[config.mk]
export PLATFORM = sky130hd
export DESIGN_NAME = dvi_capture
export DESIGN_NICKNAME = d
export VERILOG_FILES = /design/src/rtl/dvi_capture_pkg.sv /design/src/rtl/dvi_capture_sync_edge.sv /design/src/rtl/dvi_capture.sv
export SDC_FILE = /design/constraint.sdc
export NUM_CORES = 1
export LEC_CHECK = 0
export CAP_MARGIN = 20
export CORE_MARGIN = 1
export CORE_UTILIZATION = 45
export CTS_BUF_LIST = sky130_fd_sc_hd__clkbuf_8 sky130_fd_sc_hd__clkbuf_16
export DETAILED_ROUTE_END_ITERATION = 10
export DONT_BUFFER_PORTS = 1
export SYNTH_ARGS = -nofsm -noshare
export SYNTH_HDL_FRONTEND = slang
export SYNTH_SLANG_ARGS = --single-unit
[constraint.sdc]
create_clock -name clk_25M -period 5.31 [get_ports clk_25M]
set_input_delay 0.531 -clock clk_25M [delete_from_list [all_inputs] [get_ports clk_25M]]
set_output_delay 0.531 -clock clk_25M [all_outputs]
set_load 0.02 [all_outputs]
[src/rtl/dvi_capture_pkg.sv]
// Shared types and defaults for the DVI/VGA capture path.
// Optional build macro: DVI_CAP_STATS_EN (line/frame statistics outputs).
package dvi_capture_pkg;

   localparam int unsigned H_ACT_DEF  = 640;
   localparam int unsigned V_ACT_DEF  = 480;
   localparam int unsigned CNT_W      = 12;
   localparam int unsigned STAT_W     = 10;

   typedef enum logic [1:0] {
      ST_IDLE    = 2'd0,
      ST_WAIT_VS = 2'd1,
      ST_CAPTURE = 2'd2
   } cap_state_e;

   // Number of words stored per decimated frame.
   function automatic int unsigned frame_words(input int unsigned h, input int unsigned v);
      return (h / 2) * (v / 2);
   endfunction

endpackage

[src/rtl/dvi_capture_sync_edge.sv]
// Input register stage for the capture path plus vsync-assertion and de-fall detection.
module dvi_capture_sync_edge #(
   parameter int unsigned DATA_W   = 24,
   parameter int unsigned SYNC_POL = 0
) (
   input  logic              clk,
   input  logic              rst,
   input  logic              hsync_in,
   input  logic              vsync_in,
   input  logic              de_in,
   input  logic [DATA_W-1:0] pix_in,
   output logic              hs_s1,
   output logic              de_s1,
   output logic [DATA_W-1:0] pix_s1,
   output logic              vs_edge_c,
   output logic              de_fall_c
);

   localparam logic VS_ACT = 1'(SYNC_POL);

   logic              hs1_q, hs1_d;
   logic              vs1_q, vs1_d;
   logic              vs2_q, vs2_d;
   logic              de1_q, de1_d;
   logic              de2_q, de2_d;
   logic [DATA_W-1:0] pix1_q, pix1_d;

   always_comb begin
      hs1_d  = hsync_in;
      vs1_d  = vsync_in;
      vs2_d  = vs1_q;
      de1_d  = de_in;
      de2_d  = de1_q;
      pix1_d = pix_in;
   end

   // Reset sync stages to their deasserted level so no edge fires out of reset.
   always_ff @(posedge clk) begin
      if (rst) begin
         hs1_q  <= ~VS_ACT;
         vs1_q  <= ~VS_ACT;
         vs2_q  <= ~VS_ACT;
         de1_q  <= 1'b0;
         de2_q  <= 1'b0;
         pix1_q <= '0;
      end else begin
         hs1_q  <= hs1_d;
         vs1_q  <= vs1_d;
         vs2_q  <= vs2_d;
         de1_q  <= de1_d;
         de2_q  <= de2_d;
         pix1_q <= pix1_d;
      end
   end

   assign hs_s1     = hs1_q;
   assign de_s1     = de1_q;
   assign pix_s1    = pix1_q;
   assign vs_edge_c = (vs1_q == VS_ACT) && (vs2_q != VS_ACT);
   assign de_fall_c = de2_q && !de1_q;

endmodule

[src/rtl/dvi_capture.sv]
// 640x480 DVI/VGA capture: 2:1 decimation in X and Y into ping-pong frame RAM banks.
// Optional build macro: DVI_CAP_STATS_EN adds line_len / frame_lines outputs.
module dvi_capture
   import dvi_capture_pkg::*;
#(
   parameter int unsigned H_ACT    = H_ACT_DEF,
   parameter int unsigned V_ACT    = V_ACT_DEF,
   parameter int unsigned SYNC_POL = 0,
   parameter int unsigned ADDR_W   = 17,
   parameter int unsigned DATA_W   = 24
) (
   input  logic              clk_25M,
   input  logic              rst,
   input  logic              arm,
   input  logic              hsync_in,
   input  logic              vsync_in,
   input  logic              de_in,
   input  logic [DATA_W-1:0] pix_in,
   output logic              wr_en,
   output logic [ADDR_W-1:0] wr_addr,
   output logic [DATA_W-1:0] wr_data,
   output logic              wr_bank,
   output logic              busy,
   output logic              frame_done,
   output logic              frame_err
`ifdef DVI_CAP_STATS_EN
   ,
   output logic [STAT_W-1:0] line_len,
   output logic [STAT_W-1:0] frame_lines
`endif
);

   localparam int unsigned ADDR_MAX = frame_words(H_ACT, V_ACT) - 1;

   logic              hs_s1, de_s1, vs_edge_c, de_fall_c;
   logic [DATA_W-1:0] pix_s1;
   logic              unused_hs;

   dvi_capture_sync_edge #(
      .DATA_W   (DATA_W),
      .SYNC_POL (SYNC_POL)
   ) u_sync_edge (
      .clk       (clk_25M),
      .rst       (rst),
      .hsync_in  (hsync_in),
      .vsync_in  (vsync_in),
      .de_in     (de_in),
      .pix_in    (pix_in),
      .hs_s1     (hs_s1),
      .de_s1     (de_s1),
      .pix_s1    (pix_s1),
      .vs_edge_c (vs_edge_c),
      .de_fall_c (de_fall_c)
   );

   // Framing is de-based; hsync is sampled but deliberately not consumed.
   assign unused_hs = hs_s1;

   cap_state_e        state_q, state_d;
   logic [CNT_W-1:0]  x_q, x_d;
   logic [CNT_W-1:0]  y_q, y_d;
   logic              err_q, err_d;
   logic [ADDR_W-1:0] addr_q, addr_d;
   logic              wr_en_q, wr_en_d;
   logic [ADDR_W-1:0] wr_addr_q, wr_addr_d;
   logic [DATA_W-1:0] wr_data_q, wr_data_d;
   logic              bank_q, bank_d;
   logic              busy_q, busy_d;
   logic              done_q, done_d;
   logic              ferr_q, ferr_d;

   always_comb begin
      state_d   = state_q;
      x_d       = x_q;
      y_d       = y_q;
      err_d     = err_q;
      addr_d    = addr_q;
      wr_en_d   = 1'b0;
      wr_addr_d = wr_addr_q;
      wr_data_d = wr_data_q;
      bank_d    = bank_q;
      done_d    = 1'b0;
      ferr_d    = 1'b0;

      unique case (state_q)
         ST_IDLE: begin
            if (arm) state_d = ST_WAIT_VS;
         end
         ST_WAIT_VS: begin
            if (!arm) begin
               state_d = ST_IDLE;
            end else if (vs_edge_c) begin
               state_d = ST_CAPTURE;
               x_d     = '0;
               y_d     = '0;
               addr_d  = '0;
               err_d   = 1'b0;
            end
         end
         ST_CAPTURE: begin
            if (!arm) begin
               state_d = ST_IDLE;
            end else if (vs_edge_c) begin
               // End of frame takes priority over any pixel in the same cycle.
               if ((y_q == CNT_W'(V_ACT)) && !err_q) begin
                  done_d = 1'b1;
                  bank_d = ~bank_q;
               end else begin
                  ferr_d = 1'b1;
               end
               x_d    = '0;
               y_d    = '0;
               addr_d = '0;
               err_d  = 1'b0;
            end else if (de_fall_c) begin
               if (x_q != CNT_W'(H_ACT)) err_d = 1'b1;
               x_d = '0;
               if (y_q != '1) y_d = y_q + CNT_W'(1);
            end else if (de_s1) begin
               if (!x_q[0] && !y_q[0] && (x_q < CNT_W'(H_ACT)) && (y_q < CNT_W'(V_ACT))) begin
                  wr_en_d   = 1'b1;
                  wr_addr_d = addr_q;
                  wr_data_d = pix_s1;
                  if (addr_q != ADDR_W'(ADDR_MAX)) addr_d = addr_q + ADDR_W'(1);
               end
               if (x_q != '1) x_d = x_q + CNT_W'(1);
            end
         end
         default: state_d = ST_IDLE;
      endcase

      busy_d = (state_d != ST_IDLE);
   end

   always_ff @(posedge clk_25M) begin
      if (rst) begin
         state_q   <= ST_IDLE;
         x_q       <= '0;
         y_q       <= '0;
         err_q     <= 1'b0;
         addr_q    <= '0;
         wr_en_q   <= 1'b0;
         wr_addr_q <= '0;
         wr_data_q <= '0;
         bank_q    <= 1'b0;
         busy_q    <= 1'b0;
         done_q    <= 1'b0;
         ferr_q    <= 1'b0;
      end else begin
         state_q   <= state_d;
         x_q       <= x_d;
         y_q       <= y_d;
         err_q     <= err_d;
         addr_q    <= addr_d;
         wr_en_q   <= wr_en_d;
         wr_addr_q <= wr_addr_d;
         wr_data_q <= wr_data_d;
         bank_q    <= bank_d;
         busy_q    <= busy_d;
         done_q    <= done_d;
         ferr_q    <= ferr_d;
      end
   end

   assign wr_en      = wr_en_q;
   assign wr_addr    = wr_addr_q;
   assign wr_data    = wr_data_q;
   assign wr_bank    = bank_q;
   assign busy       = busy_q;
   assign frame_done = done_q;
   assign frame_err  = ferr_q;

`ifdef DVI_CAP_STATS_EN
   logic [STAT_W-1:0] line_len_q, line_len_d;
   logic [STAT_W-1:0] frame_lines_q, frame_lines_d;

   // Statistics only follow edges seen while capturing.
   always_comb begin
      line_len_d    = line_len_q;
      frame_lines_d = frame_lines_q;
      if (state_q == ST_CAPTURE) begin
         if (de_fall_c) line_len_d = STAT_W'(x_q);
         if (vs_edge_c) frame_lines_d = STAT_W'(y_q);
      end
   end

   always_ff @(posedge clk_25M) begin
      if (rst) begin
         line_len_q    <= '0;
         frame_lines_q <= '0;
      end else begin
         line_len_q    <= line_len_d;
         frame_lines_q <= frame_lines_d;
      end
   end

   assign line_len    = line_len_q;
   assign frame_lines = frame_lines_q;
`endif

endmodule

==> flow_metrics.env <==
export IMPL_pre_cts_ws_ns=2.75
export IMPL_post_route_util_pct=53.7
export IMPL_switching_share_pct=23.0
export IMPL_core_area_um2=9910
export IMPL_drv_cap=0
export IMPL_nets=574
export IMPL_n_antenna_cell=0
export IMPL_routed_wl_um=9670
export IMPL_gp_congestion=0.773
export IMPL_via_count=3680
export IMPL_critPathCaptureType="register"
export IMPL_r2r_start="state_q[1]"
export IMPL_die_width_um=104
export IMPL_layout_setup_ws_ns=2.70
export IMPL_hold_viol=0
export IMPL_first_pass_iters=5
export IMPL_powerDensity_nw_per_um2=389
export IMPL_hold_slack_ns=0.0815
export IMPL_p_int_uw=1600
export IMPL_start_kind="register"
export IMPL_clockRootBuffer="clkbuf_8"
export IMPL_max_slew_margin_rel_pct=33.6
export IMPL_via_per_inst=5.37
export IMPL_postCtsSetupBuffers=0
export IMPL_cts_resized=0
export IMPL_cts_buffer_depth=2
export IMPL_areaGrowthSynthToFinish_pct=13.9
export IMPL_crit_arrival_ns=2.99
export IMPL_holdBufCountCts=0
export IMPL_cts_sinks=118
export IMPL_fmax_mhz=383
export IMPL_cp_max_fo=14
export IMPL_numCtsBuffers=17
export IMPL_reg2reg_to="addr_q[6]"
export IMPL_post_route_min_period_ns=2.61
export IMPL_postSynthCellCount=546
export IMPL_min_period_over_period_pct=49.2
export IMPL_grt_pass1_wl_um=16500
export IMPL_overflow=0
export IMPL_ys_top_cells_by_area="dfxtp_1 51%, nand2_1 8.3%, a21oi_1 6.3%"
export IMPL_finalSetupTns_ns=0
export IMPL_yosysWarnings=0
export IMPL_place_detailed_hpwl_um=6140
export IMPL_clk_pin_slew_ns=0.06
export IMPL_startpoint="state_q[1]"
export IMPL_cp_endpoint="addr_q[6]"
export IMPL_grt_pass1_vias=3495
export IMPL_syn_cell_area_um2=4680
export IMPL_hold_depth=1
export IMPL_wl_per_cell_um=14.1
export IMPL_avgSynthCellArea_um2=8.57
export IMPL_row_count=36
export IMPL_rrSetupSlack_ns=2.70
export IMPL_power_switching_uw=476
export IMPL_vdd_drop_max_uv=270
export IMPL_async_reset_ff_share_pct=0
export IMPL_fin_skew_ns=0.00980
export IMPL_insertion_delay_ns=0.51
export IMPL_drc=0
export IMPL_required_ns=5.69
export IMPL_start_util_pct=47.2
export IMPL_die_y_um=104
export IMPL_portBuffers=0
export IMPL_yosysTopAreaCellShare_pct=50.5
export IMPL_min_path_type="primary input to register"
export IMPL_outcome="finished clean"
export IMPL_reg2reg_depth=6
export IMPL_synth_edf_count=0
export IMPL_slew_viol_final=0
export IMPL_mostFrequentLayoutCell="dfxtp_1"
export IMPL_p_seq_share_pct=43.6
export IMPL_synth_top_area_cell="dfxtp_1"
export IMPL_register_area_um2=2360
export IMPL_ys_types=51
export IMPL_criticalPathCategory="register to register"
export IMPL_tritoncts="done"
export IMPL_tightest_slew_ns=0.988
export IMPL_pwr_share_clk_pct=55.1
export IMPL_multi_input_area_um2=2160
export IMPL_grt_total_usage_pct=18.9
export IMPL_htreeDepth=4
export IMPL_boundaryPins=76
export IMPL_die_area_um2=10800
export IMPL_power_leakage_uw=0.00182
export IMPL_ys_seq_area_share_pct=50.5
export IMPL_ys_seq_elements=118
export IMPL_fillers=927
export IMPL_pwr_share_comb_pct=1.3
export IMPL_final_cell_mix="118 x dfxtp_1, 104 x nand2_1, 59 x a21oi_1"
export IMPL_synth_fp_nets=581
export IMPL_grt_start_max_net_pins=87
export IMPL_drive_above_1_share_pct=8.88
export IMPL_drt_initial_drc_count=193
export IMPL_ant_nets=0
export IMPL_synth_flop_cell="dfxtp_1"
export IMPL_hp_start="rst"
export IMPL_rsz0062_at_grt="no"
export IMPL_setup_viol=0
export IMPL_antenna_found_initial=0
-- critical path, cell delays in order, from the launching register on --
cell	delay, ns
dfxtp_1	0.41
nor2b_1	0.51
o21ai_4	0.20
nor4_4	0.70
a21oi_2	0.34
o21ai_2	0.22
o41ai_2	0.09
-- state kept, by name, summed over array words and instances (netlist names), 2 cells and up --
signal              count
u_sync_edge.pix_s1     24
wr_data                24
y_q                    12
state_q                 2
wr_addr                17
x_q                    12
addr_q                 17
-- power groups by stage --
stage	Clock (µW)	Combinational, µW	Sequential [µW]
6_report	1140	26.3	903
3_5_place_dp	0	26.4	923
2_1_floorplan	0	32.3	921
4_1_cts	1170	26.5	903
5_1_grt	1210	29.9	904
3_3_place_gp	0	26.1	922
-- Yosys cell counts, drive strengths merged, types with 2 or more instances --
cell type	count
nand3b	2
nand4b	2
or2	4
nor2b	27
o41ai	2
and3	9
nand3	26
o21ai	25
or3	6
nor2	35
buf	7
xnor2	8
a211oi	3
nor3	16
and4	2
nor4	5
nand4	10
a21o	2
clkbuf	21
o31ai	7
dfxtp	118
a41oi	2
inv	7
nand2	104
nor3b	2
a21oi	60
a31oi	7
nand2b	4
and2	3
xor2	6
ha	5
-- area by class of cell --
class / count / share of cell area, %
flip-flops and latches: 118 / 44.4
clock buffers: 17 / 7.78
repair buffers: 2 / 0.282
well taps: 133 / 3.13
clock inverters: 15 / 3.31
multi-input cells: 393 / 40.6
inverters: 7 / 0.493
-- routing by layer --
metal	wire (µm)	share of wire (%)	vias to the layer above	GRT usage [%]
met3	637	6.6	12	6.77
met1	4550	47	1694	24.4
li1	-	-	1885	-
met2	4350	45	89	28.4
met4	125	1.3	0	8.27
met5	0	0	-	0
-- kinds of logic after synthesis --
kind of cell	synth area share (%)
DFF	50.5
adders and majority gates	1.34
and+or+nand+nor	27.8
AOI/OAI and AO/OA	14.5
buffers and inverters	3.21
xor gates and xnor gates	2.62
-- metrics by stage --
step	total power, µW	cell area, µm²	instances
after detailed placement	949	4730	653
after CTS	2100	5330	685
after floorplan	954	4680	546
after global placement	948	4730	653
final	2070	5330	685
after global routing	2140	5330	685
-- worst min-delay path by stage --
stage / to / slack [ns]
global route: wr_addr[10] / 0.06
CTS: wr_addr[13] / 0.06
detailed placement: wr_data[14] / 0.42
floorplan: wr_data[0] / 0.42
finish: wr_addr[13] / 0.08
global placement: wr_data[5] / 0.42
Power figures use the tool's default switching activity.
